==> src/rtl/matrix_input_loader.sv <==
// matrix_input_loader
// Collects a row-major byte stream into two NxN operand matrices (A, then B).
// Once both are loaded it strobes the multiplier's input-valid for one cycle.
// It then refuses further bytes until the multiplier returns its result-valid.
// The matrices are held stable from the start strobe until the next load
// overwrites them element by element.

module matrix_input_loader #(
    parameter int N = 4
) (
    input  logic                    i_clk,
    input  logic                    i_arst,
    input  logic                    i_clear,
    input  logic [7:0]              i_data,
    input  logic                    i_valid,
    output logic                    o_ready,
    output logic [N-1:0][N-1:0][7:0] o_a,
    output logic [N-1:0][N-1:0][7:0] o_b,
    output logic                    o_validInput,
    input  logic                    i_validResult,
    output logic                    o_busy
);

    if ((N < 3) || (N > 256)) begin : g_bad_n
        $error("matrix_input_loader: N must be in 3..256");
    end

    localparam int CW = (N > 1) ? $clog2(N) : 1;
    localparam logic [CW-1:0] LAST_IDX = CW'(N - 1);

    typedef enum logic [1:0] {
        ST_LOAD_A = 2'd0,
        ST_LOAD_B = 2'd1,
        ST_FIRE   = 2'd2,
        ST_WAIT   = 2'd3
    } state_t;

    state_t                     state_q, state_d;
    logic [CW-1:0]              row_q, row_d;
    logic [CW-1:0]              col_q, col_d;
    logic [N-1:0][N-1:0][7:0]   a_q, a_d;
    logic [N-1:0][N-1:0][7:0]   b_q, b_d;
    logic                       ready_q, ready_d;
    logic                       valid_input_q, valid_input_d;
    logic                       busy_q, busy_d;

    logic                       beat_s;
    logic                       last_elem_s;
    logic [CW-1:0]              row_next_s;
    logic [CW-1:0]              col_next_s;

    // Handshake qualification and row-major index advance (explicit wrap compare, no modulo).
    always_comb begin
        beat_s      = i_valid && ready_q;
        last_elem_s = (row_q == LAST_IDX) && (col_q == LAST_IDX);
        if (col_q == LAST_IDX) begin
            col_next_s = {CW{1'b0}};
            if (row_q == LAST_IDX) begin
                row_next_s = {CW{1'b0}};
            end else begin
                row_next_s = row_q + {{(CW-1){1'b0}}, 1'b1};
            end
        end else begin
            col_next_s = col_q + {{(CW-1){1'b0}}, 1'b1};
            row_next_s = row_q;
        end
    end

    // Next-state, matrix write and registered-output decode; clear overrides everything but storage.
    always_comb begin
        state_d = state_q;
        row_d   = row_q;
        col_d   = col_q;
        a_d     = a_q;
        b_d     = b_q;

        if (i_clear) begin
            state_d = ST_LOAD_A;
            row_d   = {CW{1'b0}};
            col_d   = {CW{1'b0}};
        end else begin
            case (state_q)
                ST_LOAD_A: begin
                    if (beat_s) begin
                        a_d[row_q][col_q] = i_data;
                        row_d = row_next_s;
                        col_d = col_next_s;
                        if (last_elem_s) begin
                            state_d = ST_LOAD_B;
                        end else begin
                            state_d = ST_LOAD_A;
                        end
                    end else begin
                        state_d = ST_LOAD_A;
                    end
                end
                ST_LOAD_B: begin
                    if (beat_s) begin
                        b_d[row_q][col_q] = i_data;
                        row_d = row_next_s;
                        col_d = col_next_s;
                        if (last_elem_s) begin
                            state_d = ST_FIRE;
                        end else begin
                            state_d = ST_LOAD_B;
                        end
                    end else begin
                        state_d = ST_LOAD_B;
                    end
                end
                ST_FIRE: begin
                    state_d = ST_WAIT;
                end
                ST_WAIT: begin
                    if (i_validResult) begin
                        state_d = ST_LOAD_A;
                    end else begin
                        state_d = ST_WAIT;
                    end
                end
                default: begin
                    state_d = ST_LOAD_A;
                    row_d   = {CW{1'b0}};
                    col_d   = {CW{1'b0}};
                end
            endcase
        end

        ready_d       = (state_d == ST_LOAD_A) || (state_d == ST_LOAD_B);
        valid_input_d = (state_d == ST_FIRE);
        busy_d        = (state_d == ST_FIRE) || (state_d == ST_WAIT);
    end

    // State, counters, matrices and decoded outputs; async reset zeroes any partial load.
    always_ff @(posedge i_clk or posedge i_arst) begin
        if (i_arst) begin
            state_q       <= ST_LOAD_A;
            row_q         <= {CW{1'b0}};
            col_q         <= {CW{1'b0}};
            a_q           <= '0;
            b_q           <= '0;
            ready_q       <= 1'b1;
            valid_input_q <= 1'b0;
            busy_q        <= 1'b0;
        end else begin
            state_q       <= state_d;
            row_q         <= row_d;
            col_q         <= col_d;
            a_q           <= a_d;
            b_q           <= b_d;
            ready_q       <= ready_d;
            valid_input_q <= valid_input_d;
            busy_q        <= busy_d;
        end
    end

    assign o_ready      = ready_q;
    assign o_a          = a_q;
    assign o_b          = b_q;
    assign o_validInput = valid_input_q;
    assign o_busy       = busy_q;

endmodule

==> config.mk <==
export PLATFORM = sky130hd
export DESIGN_NAME = matrix_input_loader
export DESIGN_NICKNAME = d
export VERILOG_FILES = /design/src/rtl/matrix_input_loader.sv
export SDC_FILE = /design/constraint.sdc
export NUM_CORES = 1
export LEC_CHECK = 0
export ABC_AREA = 1
export ABC_CLOCK_PERIOD_IN_PS = 11700
export CAP_MARGIN = 20
export CELL_PAD_IN_SITES_DETAIL_PLACEMENT = 0
export CELL_PAD_IN_SITES_GLOBAL_PLACEMENT = 1
export CORE_MARGIN = 3
export CORE_UTILIZATION = 37
export DETAILED_ROUTE_END_ITERATION = 10
export GPL_TIMING_DRIVEN = 1
export MAX_ROUTING_LAYER = met4
export PLACE_DENSITY = 0.79
export REMOVE_ABC_BUFFERS = 1
export SLEW_MARGIN = 15
export SYNTH_ARGS = -nofsm -noshare
export SYNTH_HDL_FRONTEND = slang
export SYNTH_SLANG_ARGS = --single-unit
==> constraint.sdc <==
create_clock -name i_clk -period 11.7 [get_ports i_clk]
set_clock_uncertainty 0.15 [all_clocks]
set_input_delay 2.925 -clock i_clk [delete_from_list [all_inputs] [get_ports i_clk]]
set_output_delay 2.925 -clock i_clk [all_outputs]
set_load 0.01 [all_outputs]
# [Word level (Yosys, flattened, before mapping)]
# Index checks and enable logic that the tools add are counted.
[word_totals] regBits=265 out_inout_bits=259 in_bits=13
[classes] bitwise_logic=1 add_sub_neg=2 muxes=22 n_eq_ne=8 magnitude_cmp=4 n_reduce_logical=16
[op_table] op="128-bit bitwise mux" count=2
[op_table] op="32-bit demux with 2-bit select" count=1
[op_table] op="32-bit two-way mux" count=1
[op_table] op="2-bit two-way mux" count=14
[op_table] op="8-bit demux with 2-bit select" count=1
[op_table] op="2-bit equality test, second input constant" count=6
[op_table] op="3-bit AND reduction" count=3
[op_table] op="8-bit two-way mux" count=1
[op_table] op="2-bit one-hot mux with 4 select lines" count=1
[op_table] op="2-bit by 3-bit less-than comparator with 1-bit output, second input constant" count=2
[op_table] op="2-bit nonzero test" count=3
[op_table] op="2-bit by 1-bit adder with 2-bit output, second input constant" count=2
[op_table] op="2-bit by 1-bit equality test with 1-bit output, second input constant" count=2
[op_table] op="2-bit by 1-bit >= comparator with 1-bit output, second input constant" count=2
[op_table] op="1-bit logical AND" count=4
[op_table] op="2-bit logical NOT" count=2
[op_table] op="1-bit logical OR" count=2
[op_table] op="2-bit AND reduction" count=1
[op_table] op="2-bit OR reduction" count=1
[op_table] op="1-bit two-way mux" count=1
[op_table] op="1-bit inverter" count=1

# [Depth between registers and ports, before layout]
# Gate-level depths: netlist of run 1.
[depth] word_depth=8 depth_mapped=7

# [Least setup slack after synthesis of run 1]
# No wires, ideal clock.
[synth_timing] path_type="in2reg" startpoint="input i_valid" endpoint="register b_q (netlist bit o_b[0])" required_ps=11432 path_slack_ps=7666 path_stages=6 path_buffers=1 arrival_ps=3766 cell_sequence="nand2_1 > nor2_4 > buf_2 > nand3_1 > nand2_1 > nand2_1"
[synth_via] elab_chain_len=2
[synth_rtl] item="start: declaration" line="15" rtl="input logic i_valid,"
[synth_rtl] item="1-bit logical AND" line="54" rtl="beat_s = i_valid && ready_q;"
[synth_rtl] item="3-bit AND reduction (no line)"
[synth_rtl] item="end signal: assignment" line="141" rtl="b_q <= '0;"
[synth_rtl] item="end signal: assignment" line="150" rtl="b_q <= b_d;"
[synth_rtl] item="end: declaration" line="42" rtl="logic [N-1:0][N-1:0][7:0] b_q, b_d;"
# Every way passes these cells.
# A chain may end at the register's enable or synchronous reset.

# [Worst setup path after layout of run 1]
[layout_timing] startpoint="input i_valid" endpoint="register b_q (netlist bit o_b[19])"
# Same word-level chain as after synthesis.

==> results of run 1 <==
-- power by group --
group | total [mW] | switching (mW) | internal (mW)
Clock | 0.927 | 0.377 | 0.550
Combinational | 0.191 | 0.116 | 0.0749
Sequential | 0.974 | 0.0235 | 0.951
Total | 2.09 | 0.517 | 1.58
-- final cells by class --
type / instances / area, µm²
Fill cell: 2826 / 14900
Sequential cell: 265 / 6630
Multi-Input combinational cell: 860 / 4110
Timing Repair Buffer: 279 / 2750
Clock buffer: 45 / 898
Tap cell: 390 / 488
Inverter: 26 / 105
Clock inverter: 11 / 85.1
-- path summary, 6_finish.rpt --
path                                            from  slack [ns]                   end
worst max-delay path                         i_valid        6.34   o_b[19]$_DFFE_PP0P_
worst min-delay path            o_b[122]$_DFFE_PP0P_        0.32  o_b[122]$_DFFE_PP0P_
worst max register to register     o_ready$_DFF_PP1_        8.69   o_b[19]$_DFFE_PP0P_
worst min register to register  o_b[122]$_DFFE_PP0P_        0.32  o_b[122]$_DFFE_PP0P_
max in group asynchronous                     i_arst        6.98   o_b[61]$_DFFE_PP0P_
min in group asynchronous                     i_arst        2.87   o_a[83]$_DFFE_PP0P_
-- cell usage after synthesis --
library cell	instances	area, µm²
nand2_1	548	2060
dfrtp_1	264	6610
nand4_1	258	1610
clkbuf_1	40	150
buf_2	34	170
buf_4	26	195
nand3_1	18	90.1
nand3_2	18	180
clkinv_1	17	63.8
ha_1	8	100
inv_1	8	30.0
nor2_1	4	15.0
nor2_4	3	33.8
a21oi_1	2	10.0
buf_6	1	11.3
clkbuf_2	1	5.00
dfstp_2	1	26.3
inv_2	1	3.75
o21a_1	1	7.51
-- metrics by stage --
step | worst slack (ns) | power [mW] | hold WS [ns] | cells
2_1_floorplan | 1.33 | 1.06 | 0.340 | 1151
3_3_place_gp | 5.85 | 1.18 | 0.302 | 1820
3_5_place_dp | 5.80 | 1.18 | 0.307 | 1820
4_1_cts | 6.38 | 2.11 | 0.323 | 1876
5_1_grt | 6.12 | 2.17 | 0.339 | 1876
6_report | 6.34 | 2.09 | 0.319 | 1876
-- critical path, delay by kind of cell --
kind / cells / cell delay [ns]
and+or+nand+nor: 5 / 1.42
buffers and inverters: 2 / 1.05
-- state kept, by name, summed over array words and instances (netlist names) --
register / flops
col_q: 2
o_busy: 1
o_a: 128
o_b: 128
row_q: 2
o_ready: 1
o_validInput: 1
state_q: 2
-- per-layer routing --
| metal | up-vias | track usage [%] |
|---|---|---|
| met5 | - | - |
| met4 | 0 | 3.78 |
| met3 | 47 | 4.91 |
| met2 | 377 | 32.4 |
| met1 | 4875 | 30.6 |
| li1 | 4693 | - |
-- kinds of logic (layout without fill, tap and decap cells) --
kind of cell | after synthesis | in the layout | synth area share (%)
buffers and inverters | 128 | 361 | 5.54
and+or+nand+nor | 849 | 849 | 35.1
adders and majority gates | 8 | 8 | 0.880
AOI/OAI and AO/OA | 3 | 3 | 0.154
DFF | 265 | 265 | 58.3
==> impl_metrics.tcl, run 1 <==
set metrics [dict create \
    status "finished, final reports clean" \
    grt_overflow_total 0 \
    path_max_fanout 177 \
    power_leakage_nw 7.47 \
    vias_per_cell 5.33 \
    drt_iter0_drc 827 \
    h-tree-depth 1 \
    cts.repair.resized 0 \
    wl_um 35700 \
    grt_pass1_wl_um 56300 \
    synth_cell_types 19 \
    crit_chain "clkdlybuf4s50_1, nand2_1, nor2_4, buf_12, nand3_1, nand2_1, nand2_1" \
    nNetsFinal 1483 \
    dr_wl_met2_um 16300 \
    fmax_mhz 186 \
    boundaryPins 272 \
    cp.required_ns 11.98 \
    grt_start_max_net_pins 178 \
    met3_length_um 2770 \
    min_path_cells 2 \
    fin_util_pct 50.3 \
    cp.arrival_ns 5.64 \
    period_needed_ns 5.36 \
    grt_pass1_vias 9500 \
    antenna_found_initial 0 \
    peakVddDrop_mv 0.102 \
    clk_pin_slew_ns 0.06 \
    die_x_um 181 \
    fin_area_um2 15100 \
    top_layer "met4" \
    final_cell_mix "548 x nand2_1, 264 x dfrtp_1, 263 x clkdlybuf4s50_1" \
    finalSetupViolations 0 \
    firstDrtPassIters 5 \
    postRouteAntennaNets 0 \
    wl_per_cell_um 19.0 \
    start_util_pct 38.0 \
    min_period_over_period_pct 45.8 \
    min_path_type "flip-flop to flip-flop" \
    rsz0062_at_grt "false" \
    worst_slew_pin_slew_ns 1.08 \
    slew_violations 0 \
    crit_path_end_kind "flip-flop" \
    numCtsBuffers 30 \
    path_class "input port to flip-flop" \
    dp.final_hpwl_um 20600 \
    port_buffers 271 \
    core_um2 30000 \
    syn2layout_area_growth_pct 32.5 \
    final_common_cell "nand2_1" \
    drc 0 \
    hold_buffers 0 \
    worstSetupStartpointType "input port" \
    fp-row-count 63 \
    avgSynthCellArea_um2 9.07 \
    insertion_delay_ns 0.55 \
    power.density_nw_per_um2 139 \
    fin_setup_tns_ns 0 \
    post_dp_cell_area_um2 14100 \
    seq_area_frac_synth_pct 58.3 \
    syn-cell-area_um2 11400 \
    antenna_cells 0 \
    worst_path_max_delay_cell "buf_12" \
    routabilityCongestion 0.779 \
    maxSlewHeadroom_pct 27.9 \
    die_area_um2 32900 \
    vias 9992 \
    wl_met1_um 16000 \
    cap_violations 0 \
    die_y_um 181 \
    final_layout_size_suffix_gt1_share_pct 5.99 \
    numClockSinks 265 \
    clock-root-buffer "clkbuf_16" \
    finalHoldViolations 0 \
    critPathMaxStageDelay_ns 0.54 \
    clk_path_buf_depth 3 \
    cts_tree "done" \
    worst_path_most_repeated_cell "nand2_1" \
    r2r.worst_path.cells 6 \
    syn_inst 1253 \
    ys_ff_latch 265 \
    ys_warn_count 0 \
    globalRouteTotalUtil_pct 21.6 \
    cts_setup_buffers 0 \
]
Note: power is estimated with default switching activity, not from simulation.
==> run 2, diff against run 1 <==
--- a/config.mk
+++ b/config.mk
@@ -6,16 +6,16 @@
 export NUM_CORES = 1
 export LEC_CHECK = 0
 export ABC_AREA = 1
-export ABC_CLOCK_PERIOD_IN_PS = 11700
+export ABC_CLOCK_PERIOD_IN_PS = 4900
 export CAP_MARGIN = 20
 export CELL_PAD_IN_SITES_DETAIL_PLACEMENT = 0
 export CELL_PAD_IN_SITES_GLOBAL_PLACEMENT = 1
 export CORE_MARGIN = 3
-export CORE_UTILIZATION = 37
+export CORE_UTILIZATION = 34
 export DETAILED_ROUTE_END_ITERATION = 10
 export GPL_TIMING_DRIVEN = 1
 export MAX_ROUTING_LAYER = met4
-export PLACE_DENSITY = 0.79
+export PLACE_DENSITY = 0.76
 export REMOVE_ABC_BUFFERS = 1
 export SLEW_MARGIN = 15
 export SYNTH_ARGS = -nofsm -noshare
==> constraint.sdc (replaced) <==
create_clock -name i_clk -period 4.9 [get_ports i_clk]
set_clock_uncertainty 0.15 [all_clocks]
set_input_delay 1.225 -clock i_clk [delete_from_list [all_inputs] [get_ports i_clk]]
set_output_delay 1.225 -clock i_clk [all_outputs]
set_load 0.01 [all_outputs]
==> run 2 against run 1 <==
Compared with the run above: clock-buffer cell count is 3 higher; worst setup slack worse by 4.5 ns; critical path depth down 6; register-to-register slack worse by 6.3 ns; wire length rose by 1.9%; die area rose by 8.5%; combinational power up 150%; first-iteration DRC count is 9.6% lower.
==> impl_metrics.tcl, run 2 (synthesis gave the netlist of run 1 again) <==
set metrics [dict create \
    status "finished, final reports clean" \
    grt_overflow_total 0 \
    min_path_type "flip-flop to flip-flop" \
    antenna_cells 0 \
    routabilityCongestion 0.764 \
    worst_slew_pin_slew_ns 1.07 \
    final_common_cell "nand2_1" \
    final_cell_mix "548 x nand2_1, 264 x dfrtp_1, 263 x clkdlybuf4s50_1" \
    path_max_fanout 2 \
    clk_path_buf_depth 3 \
    clock-root-buffer "clkbuf_16" \
    boundaryPins 272 \
    worst_path_max_delay_cell "clkdlybuf4s50_1" \
    fin_util_pct 46.5 \
    dp.final_hpwl_um 22300 \
    finalPower_mw 4.92 \
    port_buffers 271 \
    hold_buffers 0 \
    wl_um 36400 \
    cp.required_ns 3.52 \
    firstDrtPassIters 5 \
    period_needed_ns 3.02 \
    fin_area_um2 15200 \
    grt.met1_usage_pct 28.1 \
    cp.arrival_ns 1.65 \
    numClockSinks 265 \
    cts.repair.resized 0 \
    vias_per_cell 5.17 \
    core_um2 32800 \
    grt.met3_usage_pct 4.26 \
    slew_violations 0 \
    multiInputGateArea_um2 4110 \
    critPathMaxStageDelay_ns 0.57 \
    cts_tree "done" \
    finalSetupViolations 0 \
    fmax_mhz 331 \
    drc 0 \
    fp-row-count 66 \
    cap_violations 0 \
    insertion_delay_ns 0.54 \
    grt_start_max_net_pins 86 \
    post_dp_cell_area_um2 14300 \
    worstSetupStartpointType "flip-flop" \
    gr-usage-met2_pct 31.5 \
    antenna_found_initial 0 \
    maxSlewHeadroom_pct 28.5 \
    wl_per_cell_um 18.8 \
    syn2layout_area_growth_pct 34.1 \
    grt_pass1_vias 9579 \
    h-tree-depth 1 \
    grt_pass1_wl_um 57200 \
    postRouteAntennaNets 0 \
    finalHoldViolations 0 \
    rr_startpoint "state_q[1]$_DFF_PP0_" \
    peakVddDrop_mv 0.233 \
    fillers 3169 \
    worstHoldStart "o_b[29]$_DFFE_PP0P_" \
    crit_buf_inv 1 \
    vias 10000 \
    clk_pin_slew_ns 0.06 \
    crit_chain "clkdlybuf4s50_1" \
    cts_setup_buffers 0 \
    power_leakage_nw 7.54 \
    rsz0062_at_grt "false" \
    numCtsBuffers 30 \
    drt_iter0_drc 748 \
    nNetsFinal 1496 \
    die_y_um 189 \
    busiest_layer "met2" \
    regArea_um2 6630 \
    path_class "flip-flop to primary output" \
    start_util_pct 34.7 \
    final_layout_size_suffix_gt1_share_pct 6.41 \
    die_area_um2 35700 \
    crit_path_end_kind "primary output" \
    fin_setup_tns_ns 0 \
    path_delay_family "buffers and inverters" \
    power.density_nw_per_um2 322 \
    globalRouteTotalUtil_pct 20.4 \
    die_x_um 189 \
    cp-startpoint "o_ready$_DFF_PP1_" \
    min_period_over_period_pct 61.6 \
]
[run 2: final cells by class]
| cell class | instances | share of cell area, % |
|---|---|---|
| Inverter | 26 | 0.689 |
| Tap cell | 442 | 3.63 |
| Sequential cell | 265 | 43.5 |
| Timing Repair Buffer | 292 | 19.1 |
| Clock buffer | 48 | 5.90 |
| Multi-Input combinational cell | 860 | 26.9 |
| Clock inverter | 6 | 0.222 |
[run 2: per-layer routing]
layer  share of wire (%)  up-vias
li1                    -     4712
met3                 7.0       61
met4                 2.1        0
met2                  46      324
met5                   0        -
met1                  45     4929
[run 2: metrics by stage]
step                      hold slack (ns)  cells  worst slack (ns)
after global placement              0.303   1885              1.68
final                               0.319   1939              1.88
after CTS                           0.323   1939              1.85
after detailed placement            0.308   1885              1.62
after floorplan                     0.340   1151             -3.77
after global routing                0.333   1939              1.85
[run 2: worst paths after layout]
kind / endpoint / cells after the start / slack [ns]
min in group asynchronous: o_a[84]$_DFFE_PP0P_ / 2 / 1.04
min: o_b[29]$_DFFE_PP0P_ / 2 / 0.32
max: o_ready / 1 / 1.88
max in group asynchronous: o_a[90]$_DFFE_PP0P_ / 3 / 2.67
min reg2reg: o_b[29]$_DFFE_PP0P_ / 2 / 0.32
max reg2reg: o_b[113]$_DFFE_PP0P_ / 5 / 2.44
[run 2: where the power goes]
group          leakage, nW  internal [mW]  switching [mW]
Clock                0.462           1.25           0.875
Sequential            3.66           2.27          0.0566
Combinational         3.42          0.188           0.282
